===== src/rtl/lsu_commit_if.sv =====
// lsu_commit_if: one LSU commit beat stream (valid/ready handshake plus payload).
//   valid  : beat present          ready : beat accepted this cycle
//   wid    : warp id               tmask : thread mask
//   pc     : instruction PC        rd    : destination register
//   wb     : writeback enable      data  : lane i at [32i+:32]
//   eop    : last beat of the packet
// master drives valid/payload and samples ready; slave does the reverse.
interface lsu_commit_if #(
    parameter int NUM_THREADS = 4,
    parameter int NW_BITS     = 2,
    parameter int NR_BITS     = 5
);
    logic                      valid;
    logic                      ready;
    logic [NW_BITS-1:0]        wid;
    logic [NUM_THREADS-1:0]    tmask;
    logic [31:0]               pc;
    logic [NR_BITS-1:0]        rd;
    logic                      wb;
    logic [NUM_THREADS*32-1:0] data;
    logic                      eop;

    modport master (output valid, wid, tmask, pc, rd, wb, data, eop, input ready);
    modport slave  (input valid, wid, tmask, pc, rd, wb, data, eop, output ready);
endinterface


===== src/rtl/lsu_commit_arb.sv =====
// lsu_commit_arb: merges the LSU load-commit and store-commit streams into the
// single commit port. Round-robin between streams, multi-beat packets (eop=0
// beats) are never interleaved, output is registered at full throughput.
// Ports:
//   clk, reset         : clock, synchronous active-high reset
//   ld_if  (slave)     : load commit stream
//   st_if  (slave)     : store commit stream
//   out_if (master)    : merged commit stream
//   perf_ld_beats      : accepted load beats (wraps)
//   perf_st_beats      : accepted store beats (wraps)
//   perf_stall_cycles  : cycles with out valid and not ready (wraps)
//
// state        | meaning
// -------------+---------------------------------------------------------
// ARB_OPEN     | no packet in flight, round-robin between valid streams
// ARB_LOCK_LD  | load packet in progress, only the load stream may fire
// ARB_LOCK_ST  | store packet in progress, only the store stream may fire
module lsu_commit_arb #(
    parameter int NUM_THREADS = 4,
    parameter int NW_BITS     = 2,
    parameter int NR_BITS     = 5,
    parameter int PERF_W      = 44
) (
    input  logic              clk,
    input  logic              reset,
    lsu_commit_if.slave       ld_if,
    lsu_commit_if.slave       st_if,
    lsu_commit_if.master      out_if,
    output logic [PERF_W-1:0] perf_ld_beats,
    output logic [PERF_W-1:0] perf_st_beats,
    output logic [PERF_W-1:0] perf_stall_cycles
);

    localparam int PAY_W = NW_BITS + NUM_THREADS + 32 + NR_BITS + 1 + NUM_THREADS*32 + 1;
    localparam logic [PERF_W-1:0] PERF_ONE = PERF_W'(1);

    typedef enum logic [1:0] {
        ARB_OPEN    = 2'd0,
        ARB_LOCK_LD = 2'd1,
        ARB_LOCK_ST = 2'd2
    } arb_state_t;

    arb_state_t       state;
    logic             last_grant_st;  // 1: store stream won the last grant
    logic             out_valid_q;
    logic [PAY_W-1:0] out_pay;

    logic [PAY_W-1:0] ld_pay;
    logic [PAY_W-1:0] st_pay;
    logic [PAY_W-1:0] gnt_pay;
    logic             grant_ld;
    logic             grant_st;
    logic             stall;
    logic             enable;
    logic             fire_ld;
    logic             fire_st;
    logic             fire;
    logic             gnt_eop;

    assign ld_pay = {ld_if.wid, ld_if.tmask, ld_if.pc, ld_if.rd, ld_if.wb, ld_if.data, ld_if.eop};
    assign st_pay = {st_if.wid, st_if.tmask, st_if.pc, st_if.rd, st_if.wb, st_if.data, st_if.eop};

    assign {out_if.wid, out_if.tmask, out_if.pc, out_if.rd,
            out_if.wb, out_if.data, out_if.eop} = out_pay;
    assign out_if.valid = out_valid_q;

    assign stall  = out_valid_q & ~out_if.ready;
    assign enable = ~stall;

    // A grant is only ever raised for a valid stream, so ready implies fire.
    always_comb begin
        grant_ld = 1'b0;
        grant_st = 1'b0;
        case (state)
            ARB_LOCK_LD: grant_ld = ld_if.valid;
            ARB_LOCK_ST: grant_st = st_if.valid;
            default: begin
                if (ld_if.valid && st_if.valid) begin
                    grant_ld = last_grant_st;
                    grant_st = ~last_grant_st;
                end else begin
                    grant_ld = ld_if.valid;
                    grant_st = st_if.valid;
                end
            end
        endcase
    end

    assign ld_if.ready = grant_ld & enable;
    assign st_if.ready = grant_st & enable;
    assign fire_ld     = ld_if.ready;
    assign fire_st     = st_if.ready;
    assign fire        = fire_ld | fire_st;
    assign gnt_pay     = fire_st ? st_pay : ld_pay;
    assign gnt_eop     = fire_st ? st_if.eop : ld_if.eop;

    always_ff @(posedge clk) begin
        if (reset) begin
            state             <= ARB_OPEN;
            last_grant_st     <= 1'b1;
            out_valid_q       <= 1'b0;
            out_pay           <= '0;
            perf_ld_beats     <= '0;
            perf_st_beats     <= '0;
            perf_stall_cycles <= '0;
        end else begin
            if (enable) begin
                out_valid_q <= fire;
                if (fire) begin
                    out_pay       <= gnt_pay;
                    last_grant_st <= fire_st;
                    if (gnt_eop)
                        state <= ARB_OPEN;
                    else
                        state <= fire_st ? ARB_LOCK_ST : ARB_LOCK_LD;
                end
            end
            if (fire_ld)
                perf_ld_beats <= perf_ld_beats + PERF_ONE;
            if (fire_st)
                perf_st_beats <= perf_st_beats + PERF_ONE;
            if (stall)
                perf_stall_cycles <= perf_stall_cycles + PERF_ONE;
        end
    end

`ifndef SYNTHESIS
    // An offered beat must stay offered, unchanged, until it is taken.
    ld_hold_a: assert property (@(posedge clk) disable iff (reset)
        (ld_if.valid && !ld_if.ready) |=> (ld_if.valid && $stable(ld_pay)));
    st_hold_a: assert property (@(posedge clk) disable iff (reset)
        (st_if.valid && !st_if.ready) |=> (st_if.valid && $stable(st_pay)));
`endif

endmodule


===== src/flat_wrapper.sv =====
// flat-port wrapper written by rule: the top's interface ports become plain ports
module lsu_commit_arb_flat 
#(
    parameter int NUM_THREADS = 4,
    parameter int NW_BITS     = 2,
    parameter int NR_BITS     = 5,
    parameter int PERF_W      = 44
)
  (clk, reset, perf_ld_beats, perf_st_beats, perf_stall_cycles, ld_if_valid, ld_if_wid, ld_if_tmask, ld_if_pc, ld_if_rd, ld_if_wb, ld_if_data, ld_if_eop, ld_if_ready, st_if_valid, st_if_wid, st_if_tmask, st_if_pc, st_if_rd, st_if_wb, st_if_data, st_if_eop, st_if_ready, out_if_valid, out_if_wid, out_if_tmask, out_if_pc, out_if_rd, out_if_wb, out_if_data, out_if_eop, out_if_ready);
  lsu_commit_if #(.NUM_THREADS(NUM_THREADS), .NW_BITS(NW_BITS), .NR_BITS(NR_BITS)) ld_if_i ();
  lsu_commit_if #(.NUM_THREADS(NUM_THREADS), .NW_BITS(NW_BITS), .NR_BITS(NR_BITS)) st_if_i ();
  lsu_commit_if #(.NUM_THREADS(NUM_THREADS), .NW_BITS(NW_BITS), .NR_BITS(NR_BITS)) out_if_i ();
  input  logic clk;
  input  logic reset;
  output logic [PERF_W-1:0] perf_ld_beats;
  output logic [PERF_W-1:0] perf_st_beats;
  output logic [PERF_W-1:0] perf_stall_cycles;
  input wire logic [$bits(ld_if_i.valid)-1:0] ld_if_valid;
  input wire logic [$bits(ld_if_i.wid)-1:0] ld_if_wid;
  input wire logic [$bits(ld_if_i.tmask)-1:0] ld_if_tmask;
  input wire logic [$bits(ld_if_i.pc)-1:0] ld_if_pc;
  input wire logic [$bits(ld_if_i.rd)-1:0] ld_if_rd;
  input wire logic [$bits(ld_if_i.wb)-1:0] ld_if_wb;
  input wire logic [$bits(ld_if_i.data)-1:0] ld_if_data;
  input wire logic [$bits(ld_if_i.eop)-1:0] ld_if_eop;
  output wire logic [$bits(ld_if_i.ready)-1:0] ld_if_ready;
  input wire logic [$bits(st_if_i.valid)-1:0] st_if_valid;
  input wire logic [$bits(st_if_i.wid)-1:0] st_if_wid;
  input wire logic [$bits(st_if_i.tmask)-1:0] st_if_tmask;
  input wire logic [$bits(st_if_i.pc)-1:0] st_if_pc;
  input wire logic [$bits(st_if_i.rd)-1:0] st_if_rd;
  input wire logic [$bits(st_if_i.wb)-1:0] st_if_wb;
  input wire logic [$bits(st_if_i.data)-1:0] st_if_data;
  input wire logic [$bits(st_if_i.eop)-1:0] st_if_eop;
  output wire logic [$bits(st_if_i.ready)-1:0] st_if_ready;
  output wire logic [$bits(out_if_i.valid)-1:0] out_if_valid;
  output wire logic [$bits(out_if_i.wid)-1:0] out_if_wid;
  output wire logic [$bits(out_if_i.tmask)-1:0] out_if_tmask;
  output wire logic [$bits(out_if_i.pc)-1:0] out_if_pc;
  output wire logic [$bits(out_if_i.rd)-1:0] out_if_rd;
  output wire logic [$bits(out_if_i.wb)-1:0] out_if_wb;
  output wire logic [$bits(out_if_i.data)-1:0] out_if_data;
  output wire logic [$bits(out_if_i.eop)-1:0] out_if_eop;
  input wire logic [$bits(out_if_i.ready)-1:0] out_if_ready;
  assign ld_if_i.valid = ld_if_valid;
  assign ld_if_i.wid = ld_if_wid;
  assign ld_if_i.tmask = ld_if_tmask;
  assign ld_if_i.pc = ld_if_pc;
  assign ld_if_i.rd = ld_if_rd;
  assign ld_if_i.wb = ld_if_wb;
  assign ld_if_i.data = ld_if_data;
  assign ld_if_i.eop = ld_if_eop;
  assign ld_if_ready = ld_if_i.ready;
  assign st_if_i.valid = st_if_valid;
  assign st_if_i.wid = st_if_wid;
  assign st_if_i.tmask = st_if_tmask;
  assign st_if_i.pc = st_if_pc;
  assign st_if_i.rd = st_if_rd;
  assign st_if_i.wb = st_if_wb;
  assign st_if_i.data = st_if_data;
  assign st_if_i.eop = st_if_eop;
  assign st_if_ready = st_if_i.ready;
  assign out_if_valid = out_if_i.valid;
  assign out_if_wid = out_if_i.wid;
  assign out_if_tmask = out_if_i.tmask;
  assign out_if_pc = out_if_i.pc;
  assign out_if_rd = out_if_i.rd;
  assign out_if_wb = out_if_i.wb;
  assign out_if_data = out_if_i.data;
  assign out_if_eop = out_if_i.eop;
  assign out_if_i.ready = out_if_ready;
  lsu_commit_arb #(.NUM_THREADS(NUM_THREADS), .NW_BITS(NW_BITS), .NR_BITS(NR_BITS), .PERF_W(PERF_W)) u_core (.clk(clk), .reset(reset), .ld_if(ld_if_i), .st_if(st_if_i), .out_if(out_if_i), .perf_ld_beats(perf_ld_beats), .perf_st_beats(perf_st_beats), .perf_stall_cycles(perf_stall_cycles));
endmodule

===== config.mk =====
export PLATFORM = sky130hd
export DESIGN_NAME = lsu_commit_arb_flat
export DESIGN_NICKNAME = d
export VERILOG_FILES = /design/src/rtl/lsu_commit_if.sv /design/src/rtl/lsu_commit_arb.sv /design/src/flat_wrapper.sv
export SDC_FILE = /design/constraint.sdc
export NUM_CORES = 1
export LEC_CHECK = 0
export ABC_AREA = 1
export CAP_MARGIN = 20
export CORE_AREA = 2 2 253 255
export DETAILED_ROUTE_END_ITERATION = 10
export DIE_AREA = 0 0 255 257
export DONT_BUFFER_PORTS = 1
export HOLD_SLACK_MARGIN = 0.05
export SKIP_CTS_REPAIR_TIMING = 1
export SYNTH_ARGS = -nofsm -noshare
export SYNTH_HDL_FRONTEND = slang
export SYNTH_SLANG_ARGS = --single-unit

===== constraint.sdc =====
create_clock -name clk -period 2.2 [get_ports clk]
set_input_delay 0.22 -clock clk [delete_from_list [all_inputs] [get_ports clk]]
set_output_delay 0.22 -clock clk [all_outputs]
set_load 0.03 [all_outputs]

Word level (Yosys, flattened, before mapping)
Cells that the tools add are included.

Add/sub/neg operators: 3. Muxes and demuxes: 8. Bitwise operators: 7. Eq/ne operators: 2. Reduce and logical (&&, ||, !) cells: 2.

Operators by type and width (number): $mux W173 (1); $add A44 B1 Y44 const B (3); $mux W2 (2); $pmux W1 S2 (2); $and A1 B1 Y1 (3); $mux W1 (3); $not A1 Y1 (3); $eq A2 B1 Y1 const B (1); $eq A2 B2 Y1 const B (1); $reduce_and A2 Y1 (1); $logic_and A1 B1 Y1 (1); $or A1 B1 Y1 (1).

Bits in registers: 309. Output and inout bits: 308. Logic and storage cells: 29.

Depth between registers and ports, before layout
Depth in word-level cells: 6. Mapped depth: 12. Gate-level depth less buffers: 12.

Least setup slack after synthesis
No wires, ideal clock.

Path kind: register -> register. Start: register u_core.perf_st_beats[0]. End: register u_core.perf_st_beats[38]. Buffers on the path: 0. Stages on the path, launching flop included: 11. Path slack: 313 ps. Required time: 2086 ps. Setup time: 114 ps. Data arrival time: 1773 ps. Cells stage by stage: dfxtp_1 > ha_1 > inv_1 > nor2_1 > nand3_1 > nor2_2 > nand3_1 > nor2_1 > nand2_1 > nand2_1 > nor2_1.

Word-level cells in the longest chain between the ends: 1.

RTL lines: from (decl) (line lsu_commit_arb.sv:30) `output logic [PERF_W-1:0] perf_st_beats,`; from (signal assigned) (line lsu_commit_arb.sv:121) `perf_st_beats <= perf_st_beats + PERF_ONE;`; $add A44 B1 Y44 (line lsu_commit_arb.sv:121).

Every way passes these cells. A chain may end at the register's enable or synchronous reset.

Worst setup path in the final report
Start: register u_core.state[0]. End: register u_core.perf_ld_beats[1].

Word-level cells in the longest chain between the ends: 3. Elaborated cells between the ends (all ways): 4. Classes of those cells: 2 x eq/ne; 1 x mux; 1 x bitwise.

RTL lines: from (decl) (line lsu_commit_arb.sv:43) `arb_state_t state;`; from (signal assigned) (line lsu_commit_arb.sv:115) `state <= fire_st ? ARB_LOCK_ST : ARB_LOCK_LD;`; $eq A2 B2 Y1 / $eq A2 B1 Y1 (equally long branches) (line lsu_commit_arb.sv:74) `case (state)`; $pmux W1 S2 * (line lsu_commit_arb.sv:74); $and A1 B1 Y1 * (line lsu_commit_arb.sv:89) `assign ld_if.ready = grant_ld & enable;`; to (signal assigned) (line lsu_commit_arb.sv:119) `perf_ld_beats <= perf_ld_beats + PERF_ONE;`; to (decl) (line lsu_commit_arb.sv:29) `output logic [PERF_W-1:0] perf_ld_beats,`.

Every way passes the cells marked *; elsewhere a longest branch is shown, timed or not.

==> impl_metrics.py <==
metrics = {
    "floorplan": {
        "initial_core_util_pct": 24.31,
        "dieWidth_um": 255,
        "rows": 92,
        "placeableCoreArea_um2": 62740,
        "die_area_um2": 65540,
        "io_pins": 659,
        "die_y_um": 257,
    },
    "synth": {
        "ys_async_sr_fraction_pct": 0,
        "yosysWarnings": 0,
        "synth.distinct_cells": 38,
        "synthFlopType": "dfxtp_1",
        "yosysSeqAreaShare_pct": 40.56,
        "synth_edf_count": 0,
        "ys_seq_elements": 309,
        "synthCells": 2201,
        "syn_avg_cell_area_um2": 6.928,
        "synth_nets": 2557,
        "synth_area_um2": 15250,
    },
    "layout": {
        "design_area_um2": 19120,
        "fin_nets": 2700,
        "fill_cells": 6944,
        "mostFrequentLayoutCells": "nand2_1, dfxtp_1, nor2_1, a21oi_1, o21a_1",
        "fin_util_pct": 30.47,
        "synthToLayoutAreaGrowth_pct": 25.36,
        "final_common_cell": "nand2_1",
        "drive_gt1_share_pct": 12.54,
        "fin_cells": 3241,
    },
    "placed_design": {
        "gp_congestion": 0.9073,
        "post_dp_cell_area_um2": 17290,
        "dpl.hpwl_um": 62080,
        "portBuffers": 0,
        "placedCellCount": 3114,
    },
    "power_and_ir_drop": {
        "p_leak_nw": 6.932,
        "clkPwrFrac_pct": 37.1,
        "pwr-share-comb_pct": 18.9,
        "finalPower_w": 0.01712,
        "p_per_area_nw_per_um2": 895.6,
        "p_sw_w": 0.005920,
        "power.share.switching_pct": 34.58,
        "p_seq_share_pct": 44.0,
        "vdd_ir_drop_max_v": 0.0005761,
        "internal_power_w": 0.01120,
    },
    "detailed_routing": {
        "wl_per_cell_um": 24.59,
        "wl_met3_um": 9288,
        "first_pass_iters": 6,
        "initialDrtViolationCount": 1426,
        "vias": 16000,
        "wl_um": 79700,
        "avgViaCountPerCell": 4.937,
        "drt-met1-wl_um": 29340,
        "drc": 0,
        "dr_wl_met2_um": 36860,
        "antenna_left": 0,
        "dr.max_layer_used": "met5",
    },
    "outcome": {
        "violations": "hold timing",
        "status": "complete, but fails checks",
    },
    "hold_path": {
        "holdCritPathClass": "input pin to register",
        "min_path_cells": 1,
    },
    "timing": {
        "period_share_pct": 96.04,
        "slew_violations": 0,
        "holdWs_ns": -0.2679,
        "setup_viol": 0,
        "timing_worst_slew_pin_value_ns": 1.032,
        "fin_crit_ns": 2.113,
        "hold_violations": 203,
        "rsz0062_at_grt": "yes",
        "slew_headroom_pct": 31.17,
        "max_freq_mhz": 473.3,
        "tns_ns": 0,
        "finalClockSkew_ns": 0.01498,
    },
    "setup_path": {
        "arrival_ns": 2.61,
        "start_kind": "register",
        "rr_worst_depth": 10,
        "worstPathMaxFanout": 10,
        "ff2ff_setup_slack_ns": 0.09,
        "worstPathRequired_ns": 2.70,
        "cp-end-kind": "register",
        "path_class": "register to register",
    },
    "clock_network": {
        "cts_tree": "yes",
        "clkTransAtPathRegs_ns": 0.06,
        "numCtsBuffers": 39,
        "root_buffer": "clkbuf_16",
        "htree_levels": 2,
        "worstSkewPairLatency_ns": 0.57,
        "cts.path.max_buffers": 3,
        "cts.sinks": 309,
    },
    "global_route": {
        "gr-total-overflow": 0,
        "grtUsageTotal_pct": 22.58,
        "grt_first_pass_wirelength_um": 105700,
        "grt_pass1_vias": 14150,
        "grt_antenna_before_repair": 65,
        "grt_max_degree": 229,
    },
    "run": {
        "cap_viol_max_count": 0,
    },
}
==> synth_stat cells (4+ instances only) <==
library cell	n	area (um2)
dfxtp_1	309	6186
o21a_1	179	1344
nor3b_1	5	37.54
a31oi_1	5	31.28
nor3_1	27	135.1
a21oi_1	227	1136
nand4_1	42	262.8
nand3_1	82	410.4
nand3b_1	8	60.06
nor2_2	12	75.07
nand2_1	501	1881
buf_6	5	56.30
o21ai_1	163	815.8
nor2_4	5	56.30
xor2_1	9	78.83
buf_2	29	145.1
o21ai_0	48	240.2
buf_4	27	202.7
buf_1	5	18.77
inv_2	4	15.01
xnor2_1	4	35.03
and2_1	5	31.28
inv_1	145	544.3
nor2_1	283	1062
ha_1	5	62.56
clkbuf_1	49	183.9
==> kinds of logic after synthesis <==
| kind of cell | after synthesis | synth area share, % |
|---|---|---|
| AOI/OAI and AO/OA | 628 | 23.69 |
| xor gates and xnor gates | 13 | 0.7466 |
| DFF | 309 | 40.56 |
| buffers and inverters | 266 | 7.704 |
| and+or+nand+nor | 980 | 26.89 |
| adders and majority gates | 5 | 0.4102 |
==> final timing paths <==
path / startpoint / end
worst max-delay path: u_core.state[0] / u_core.perf_ld_beats[1]
worst min-delay path: reset / u_core.perf_ld_beats[39]
worst max register to register: u_core.state[0] / u_core.perf_ld_beats[1]
worst min register to register: u_core.perf_ld_beats[2] / u_core.perf_ld_beats[2]
==> state kept, by name, summed over array words and instances, names as in the netlist <==
name,cells
u_core.out_pay,173
u_core.perf_ld_beats,44
u_core.perf_st_beats,44
u_core.perf_stall_cycles,44
u_core.state,2
u_core.last_grant_st,1
u_core.out_if.valid,1
==> power by group through the flow <==
| stage | combinational (W) | clock, W | sequential, W |
|---|---|---|---|
| final | 0.00323 | 0.00635 | 0.00754 |
| after global routing | 0.00352 | 0.00671 | 0.00757 |
| after CTS | 0.00283 | 0.00651 | 0.00752 |
| after detailed placement | 0.00282 | 0 | 0.00764 |
| after global placement | 0.00279 | 0 | 0.00764 |
| after floorplan | 0.00204 | 0 | 0.00747 |
==> layer usage <==
metal / vias to the layer above / track usage [%]
li1: 7626 / -
met1: 7351 / 24.84
met2: 790 / 37.30
met3: 209 / 9.792
met4: 26 / 10.41
met5: - / 0
==> cell type report <==
class | instances | area, um2 | share of cell area [%]
Multi-Input combinational cell | 1627 | 7943 | 41.55
Antenna cell | 26 | 65.06 | 0.3403
Tap cell | 846 | 1059 | 5.537
Clock inverter | 10 | 100.1 | 0.5236
Sequential cell | 309 | 6187 | 32.36
Inverter | 151 | 580.6 | 3.037
Timing Repair Buffer | 216 | 2052 | 10.73
Clock buffer | 56 | 1131 | 5.917
==> metrics by stage <==
step / worst slack, ns / hold slack [ns]
after global placement: 0.07517 / 0.3091
after CTS: -0.2388 / -0.2985
after detailed placement: 0.04564 / 0.3129
final: 0.08715 / -0.2679
after floorplan: 0.3128 / 0.4041
after global routing: -0.05444 / -0.3001
==> worst max-delay path, stage by stage (launching register included) <==
cell           delay [ns]
dfxtp_2              0.33
inv_2                0.04
ha_4                 0.28
inv_2                0.04
nand2_1              0.06
nand3_1              0.11
nor2_4               0.21
buf_6                0.21
nand2_1              0.07
a21oi_1              0.13
dlygate4sd3_1        0.56
Note: power is estimated with default switching activity, not from simulation.
